## config.mk

```make
export PLATFORM = sky130hd
export DESIGN_NAME = credit_tx
export DESIGN_NICKNAME = d
export VERILOG_FILES = /design/src/rtl/credit_tx_pkg.sv /design/src/rtl/credit_tx_credit_counter.sv /design/src/rtl/credit_tx.sv
export SDC_FILE = /design/constraint.sdc
export NUM_CORES = 1
export LEC_CHECK = 0
export BUFFER_PORTS_ARGS = -buffer_cell sky130_fd_sc_hd__buf_2
export CELL_PAD_IN_SITES_DETAIL_PLACEMENT = 0
export CELL_PAD_IN_SITES_GLOBAL_PLACEMENT = 2
export CORE_UTILIZATION = 33
export DETAILED_ROUTE_END_ITERATION = 16
export PLACE_DENSITY_LB_ADDON = 0.1
export SETUP_SLACK_MARGIN = 0.15
export SLEW_MARGIN = 15
export SYNTH_ARGS = -nofsm -noshare
export SYNTH_HDL_FRONTEND = slang
export SYNTH_HIERARCHICAL = 1
export SYNTH_SLANG_ARGS = --single-unit
```

## constraint.sdc

```tcl
create_clock -name clk_i -period 4.51 [get_ports clk_i]
set_input_delay 0.2255 -clock clk_i [delete_from_list [all_inputs] [get_ports clk_i]]
set_output_delay 0.2255 -clock clk_i [all_outputs]
set_load 0.005 [all_outputs]
```

## src/rtl/credit_tx_pkg.sv

```systemverilog
// Shared helpers for the credit-based sender and its counter.
package credit_tx_pkg;

  // Counter width able to hold every value from 0 up to and including depth.
  function automatic int unsigned cnt_width(input int unsigned depth);
    return $clog2(depth + 1);
  endfunction

endpackage

```

## src/rtl/credit_tx_credit_counter.sv

```systemverilog
// Saturating up/down credit counter with load-to-full and an overflow pulse.
// Shared with the receiver-side credit generator.
module credit_counter
  import credit_tx_pkg::*;
#(
  parameter int unsigned DEPTH     = 8,
  parameter int unsigned CNT_WIDTH = cnt_width(DEPTH)
) (
  input  logic                 clk_i,
  input  logic                 rst_ni,
  input  logic                 load_i,
  input  logic                 inc_i,
  input  logic                 dec_i,
  output logic [CNT_WIDTH-1:0] cnt_o,
  output logic                 overflow_o
);

  localparam logic [CNT_WIDTH-1:0] MaxCnt = CNT_WIDTH'(DEPTH);
  localparam logic [CNT_WIDTH-1:0] One    = CNT_WIDTH'(1);

  logic [CNT_WIDTH-1:0] cnt_q, cnt_d;

  // Next count: load wins, simultaneous inc/dec cancel, both ends saturate.
  always_comb begin
    cnt_d      = cnt_q;
    overflow_o = 1'b0;
    if (load_i) begin
      cnt_d = MaxCnt;
    end else if (inc_i && !dec_i) begin
      if (cnt_q == MaxCnt) begin
        overflow_o = 1'b1;
      end else begin
        cnt_d = cnt_q + One;
      end
    end else if (dec_i && !inc_i && (cnt_q != '0)) begin
      cnt_d = cnt_q - One;
    end
  end

  // Count register, full after reset.
  always_ff @(posedge clk_i or negedge rst_ni) begin
    if (!rst_ni) begin
      cnt_q <= MaxCnt;
    end else begin
      cnt_q <= cnt_d;
    end
  end

  assign cnt_o = cnt_q;

endmodule

```

## src/rtl/credit_tx.sv

```systemverilog
// Credit-based sender: gates upstream valid/ready traffic on available remote
// FIFO credits and registers each accepted beat onto the push link.
module credit_tx
  import credit_tx_pkg::*;
#(
  parameter int unsigned DATA_WIDTH = 32,
  parameter int unsigned DEPTH      = 8,
  parameter int unsigned ALM_LOW_TH = 1,
  parameter type         dtype      = logic [DATA_WIDTH-1:0],
  parameter int unsigned CNT_WIDTH  = cnt_width(DEPTH)
) (
  input  logic                 clk_i,
  input  logic                 rst_ni,
  input  logic                 flush_i,
  input  logic                 valid_i,
  output logic                 ready_o,
  input  dtype                 data_i,
  output logic                 push_o,
  output dtype                 data_o,
  input  logic                 credit_i,
  output logic [CNT_WIDTH-1:0] credits_o,
  output logic                 alm_low_o,
  output logic                 err_o
);

  localparam logic [CNT_WIDTH-1:0] AlmTh = CNT_WIDTH'(ALM_LOW_TH);

  logic [CNT_WIDTH-1:0] cnt;
  logic                 accept;
  logic                 overflow;
  logic                 push_q, push_d;
  dtype                 data_q, data_d;
  logic                 err_q, err_d;

  // Flush discards the incoming credit; the counter reloads to full instead.
  credit_counter #(
    .DEPTH    (DEPTH),
    .CNT_WIDTH(CNT_WIDTH)
  ) i_credit_counter (
    .clk_i     (clk_i),
    .rst_ni    (rst_ni),
    .load_i    (flush_i),
    .inc_i     (credit_i && !flush_i),
    .dec_i     (accept),
    .cnt_o     (cnt),
    .overflow_o(overflow)
  );

  // Handshake: ready comes only from the counter, blanked during flush.
  always_comb begin
    ready_o = (cnt != '0) && !flush_i;
    accept  = valid_i && ready_o;
  end

  // Output register and sticky error next-state.
  always_comb begin
    push_d = accept;
    data_d = data_q;
    err_d  = err_q;
    if (accept) begin
      data_d = data_i;
    end
    if (flush_i) begin
      push_d = 1'b0;
      err_d  = 1'b0;
    end else if (overflow) begin
      err_d = 1'b1;
    end
  end

  // Link-side registers; a reset drops any pending push.
  always_ff @(posedge clk_i or negedge rst_ni) begin
    if (!rst_ni) begin
      push_q <= 1'b0;
      data_q <= '0;
      err_q  <= 1'b0;
    end else begin
      push_q <= push_d;
      data_q <= data_d;
      err_q  <= err_d;
    end
  end

  assign push_o    = push_q;
  assign data_o    = data_q;
  assign err_o     = err_q;
  assign credits_o = cnt;
  assign alm_low_o = (cnt <= AlmTh);

`ifndef COMMON_CELLS_ASSERTS_OFF
  if (DEPTH == 0) begin : g_depth_chk
    $error("credit_tx: DEPTH must be at least 1");
  end
  if (ALM_LOW_TH > DEPTH) begin : g_alm_chk
    $error("credit_tx: ALM_LOW_TH must not exceed DEPTH");
  end

  a_valid_held : assert property (@(posedge clk_i) disable iff (!rst_ni)
    (valid_i && !ready_o) |=> valid_i)
    else $error("credit_tx: valid_i dropped before acceptance");

  a_data_held : assert property (@(posedge clk_i) disable iff (!rst_ni)
    (valid_i && !ready_o) |=> $stable(data_i))
    else $error("credit_tx: data_i changed before acceptance");
`endif

endmodule

```

==> flow_summary.json <==
{
  "status": "complete, no violations",
  "post-cts-setup-buffers": 0,
  "die_x_um": 76.35,
  "power.density_mw_per_mm2": 461.3,
  "grt_max_degree": 41,
  "place_congestion": 0.7059,
  "ctsLongestPathBuffers": 2,
  "pwr-share-comb_pct": 26.3,
  "hold_buffers": 0,
  "ys.warnings.count": 6,
  "grt_first_pass_wirelength_um": 6375,
  "fin_crit_sh_pct": 50.20,
  "setup_tns_ns": 0,
  "finalCriticalPeriod_ns": 2.264,
  "dieHeight_um": 76.35,
  "start_util_pct": 35.05,
  "dieArea_mm2": 0.005829,
  "fin_nets": 239,
  "ys_seq_elements": 38,
  "yosysSeqAreaShare_pct": 52.19,
  "cp_top_family": "simple AND/OR/NAND/NOR gates",
  "fin_total_pwr_uw": 1093,
  "drive_above_1_share_pct": 61.19,
  "seq_power_share_pct": 42.3,
  "critical_path_class": "reg -> reg",
  "required_ns": 4.68,
  "crit_path_max_incr_delay_ns": 0.69,
  "port_buffers": 76,
  "cts_tree": "done",
  "dr.pass1.iters": 4,
  "p_sw_share_pct": 26.00,
  "cts.clk_slew.worst_paths_ns": 0.08,
  "worst-r2r-setup-slack_ns": 2.25,
  "num_rows": 26,
  "r2r_cells": 6,
  "synth_nets": 162,
  "slew_headroom_pct": 43.24,
  "cts_resized": 0,
  "grt_usage_pct": 14.17,
  "core_area_mm2": 0.005205,
  "syn-cell-area_mm2": 0.001824,
  "postRouteAntennaNets": 0,
  "post-route-drc-count": 0,
  "r2r_end": "i_credit_counter/cnt_o[0]$_DFFE_PN0P_",
  "drtIter0Drc": 57,
  "crit_fanout": 40,
  "cts_sinks": 38,
  "worstSetupEndpointType": "flop",
  "crit_arrival_ns": 2.43,
  "cp_slowest_cell": "dfstp_2",
  "wirelength_um": 3885,
  "vias": 1246,
  "report.final.slew_viol_count": 0,
  "syn_area_per_cell_um2": 14.83,
  "timing.rr.start": "i_credit_counter/cnt_o[3]$_DFFE_PN1P_",
  "area_growth_pct": 29.90,
  "worstMarginPinSlew_ns": 0.8514,
  "synthArstFlopShare_pct": 100.0,
  "gr-total-overflow": 0,
  "max_freq_ghz": 0.4417,
  "setup_viol": 0,
  "diodes": 0,
  "grt_antenna_before_repair": 0,
  "clock-root-buffer": "clkbuf_8",
  "routedWlPerCell_um": 14.34,
  "p_sw_uw": 284.2,
  "leakage_uw": 0.001169,
  "hold_violations": 0,
  "ys_types": 31,
  "crit_buf_inv": 1,
  "rsz0062_at_grt": "false",
  "cp_cell_sequence": "nor4_4 -> nor3b_4 -> buf_4 -> or3b_1 -> a21oi_1 -> nor3_1",
  "ys.flop_type": "dfrtp_1",
  "dp_hpwl_um": 2720,
  "htreeDepth": 2,
  "cts_buffers": 5,
  "drv_cap": 0,
  "worst_setup_path_start_kind": "flop",
  "synth-edff-count": 0,
  "io_pins": 77,
  "syn_inst": 123,
  "cp_num_cells": 6,
  "vias_per_cell": 4.598,
  "finClkSkew_ns": 0.005870,
  "p_clk_share_pct": 31.4,
  "min_path_type": "in -> async",
  "clk_latency_ns": 0.29,
  "grt_pass1_vias": 1285,
  "irDropWorstVdd_uv": 147.8,
  "p_int_uw": 809.0
}
[worst max-delay path by stage]
stage / startpoint / end / slack [ns]
final: i_credit_counter/cnt_o[3]$_DFFE_PN1P_ / i_credit_counter/cnt_o[0]$_DFFE_PN0P_ / 2.25
after global routing: i_credit_counter/cnt_o[3]$_DFFE_PN1P_ / i_credit_counter/cnt_o[3]$_DFFE_PN1P_ / 2.05
after CTS: i_credit_counter/cnt_o[3]$_DFFE_PN1P_ / i_credit_counter/cnt_o[0]$_DFFE_PN0P_ / 2.19
after detailed placement: i_credit_counter/cnt_o[3]$_DFFE_PN1P_ / i_credit_counter/cnt_o[0]$_DFFE_PN0P_ / 2.23
after global placement: i_credit_counter/cnt_o[3]$_DFFE_PN1P_ / i_credit_counter/cnt_o[0]$_DFFE_PN0P_ / 2.27
after floorplan: i_credit_counter/cnt_o[1]$_DFFE_PN0P_ / i_credit_counter/cnt_o[3]$_DFFE_PN1P_ / 2.13
[registers in the layout, indices dropped and copies added (netlist names)]
signal / count
err_o: 1
push_o: 1
i_credit_counter/cnt_o: 4
data_o: 32
[cells in the mapped netlist, types with 3 or more instances]
library cell  count  share of area, %
xor2_1            3               1.4
mux2_2            3               1.9
buf_6             5               3.1
xnor2_1           3               1.4
nor2_1            3              0.62
mux2_4           29                24
nor3_1            4               1.1
a21oi_1           5               1.4
dfrtp_1          37                51
nand2_1           4              0.82
[stage by stage]
step                utilization, %  cell area, µm²  hold slack [ns]  std cells  worst slack [ns]
floorplan                        -            1824         -0.07009        123             2.130
global placement             42.88            2232           0.3653        263             2.271
detailed placement           42.88            2232           0.3884        263             2.227
CTS                          45.53            2370          0.06688        271             2.194
global route                 45.53            2370          0.09809        271             2.048
finish                       45.53            2370          0.04407        271             2.246
[power by group through the flow]
stage          Sequential, µW  Combinational [µW]  Clock [µW]
2_1_floorplan             468                 174           0
3_3_place_gp              466                 289           0
3_5_place_dp              468                 291           0
4_1_cts                   463                 293         358
5_1_grt                   474                 314         370
6_report                  462                 288         343
[cell families after synthesis]
group,count (synthesis),synth area share [%]
and+or+nand+nor,23,9.328
buffers and inverters,7,3.703
DFF,38,52.20
xor gates and xnor gates,6,2.881
AOI/OAI and AO/OA,15,4.801
muxes,32,25.72
adders and majority gates,2,1.372
[area by class of cell]
cell class / instances / area (µm²)
clock buffers: 5 / 68.82
clock inverters: 3 / 68.82
fillers: 506 / 2835
multi-input cells: 78 / 804.5
flip-flops and latches: 38 / 952.2
well taps: 70 / 87.58
repair buffers: 77 / 387.9
[routing by layer]
metal  wire length, µm  global-route usage (%)  vias up
met5                 0                       0        -
met4                44                   6.346        0
met3               220                   3.952        5
met2              1874                   23.06       48
met1              1746                   17.44      610
li1                  -                       -      583
[placed cells by master, fill, tap and decap left out]
master	Yosys	layout
buf_2	0	76
dfrtp_1	37	37
mux2_4	29	29
clkbuf_8	0	5
a21oi_1	5	5
nor3_1	4	4
nand2_1	4	4
nor2_1	3	3
mux2_2	3	3
xor2_1	3	3
xnor2_1	3	3
nor2b_1	2	2
bufinv_16	0	2
o21ai_1	2	2
o21ai_0	2	2
a31oi_1	2	2
nand3b_1	2	2
ha_1	2	2
nor4_4	1	1
nor3b_4	1	1
nor3b_1	1	1
clkinv_4	0	1
nand2b_4	1	1
or3_4	1	1
o21a_1	1	1
nand4b_1	1	1
a21boi_1	1	1
or2_2	1	1
o21bai_1	1	1
o211ai_1	1	1
or3b_1	1	1
dfstp_2	1	1
buf_4	1	1
No activity file was read; power rests on OpenSTA's default activity.
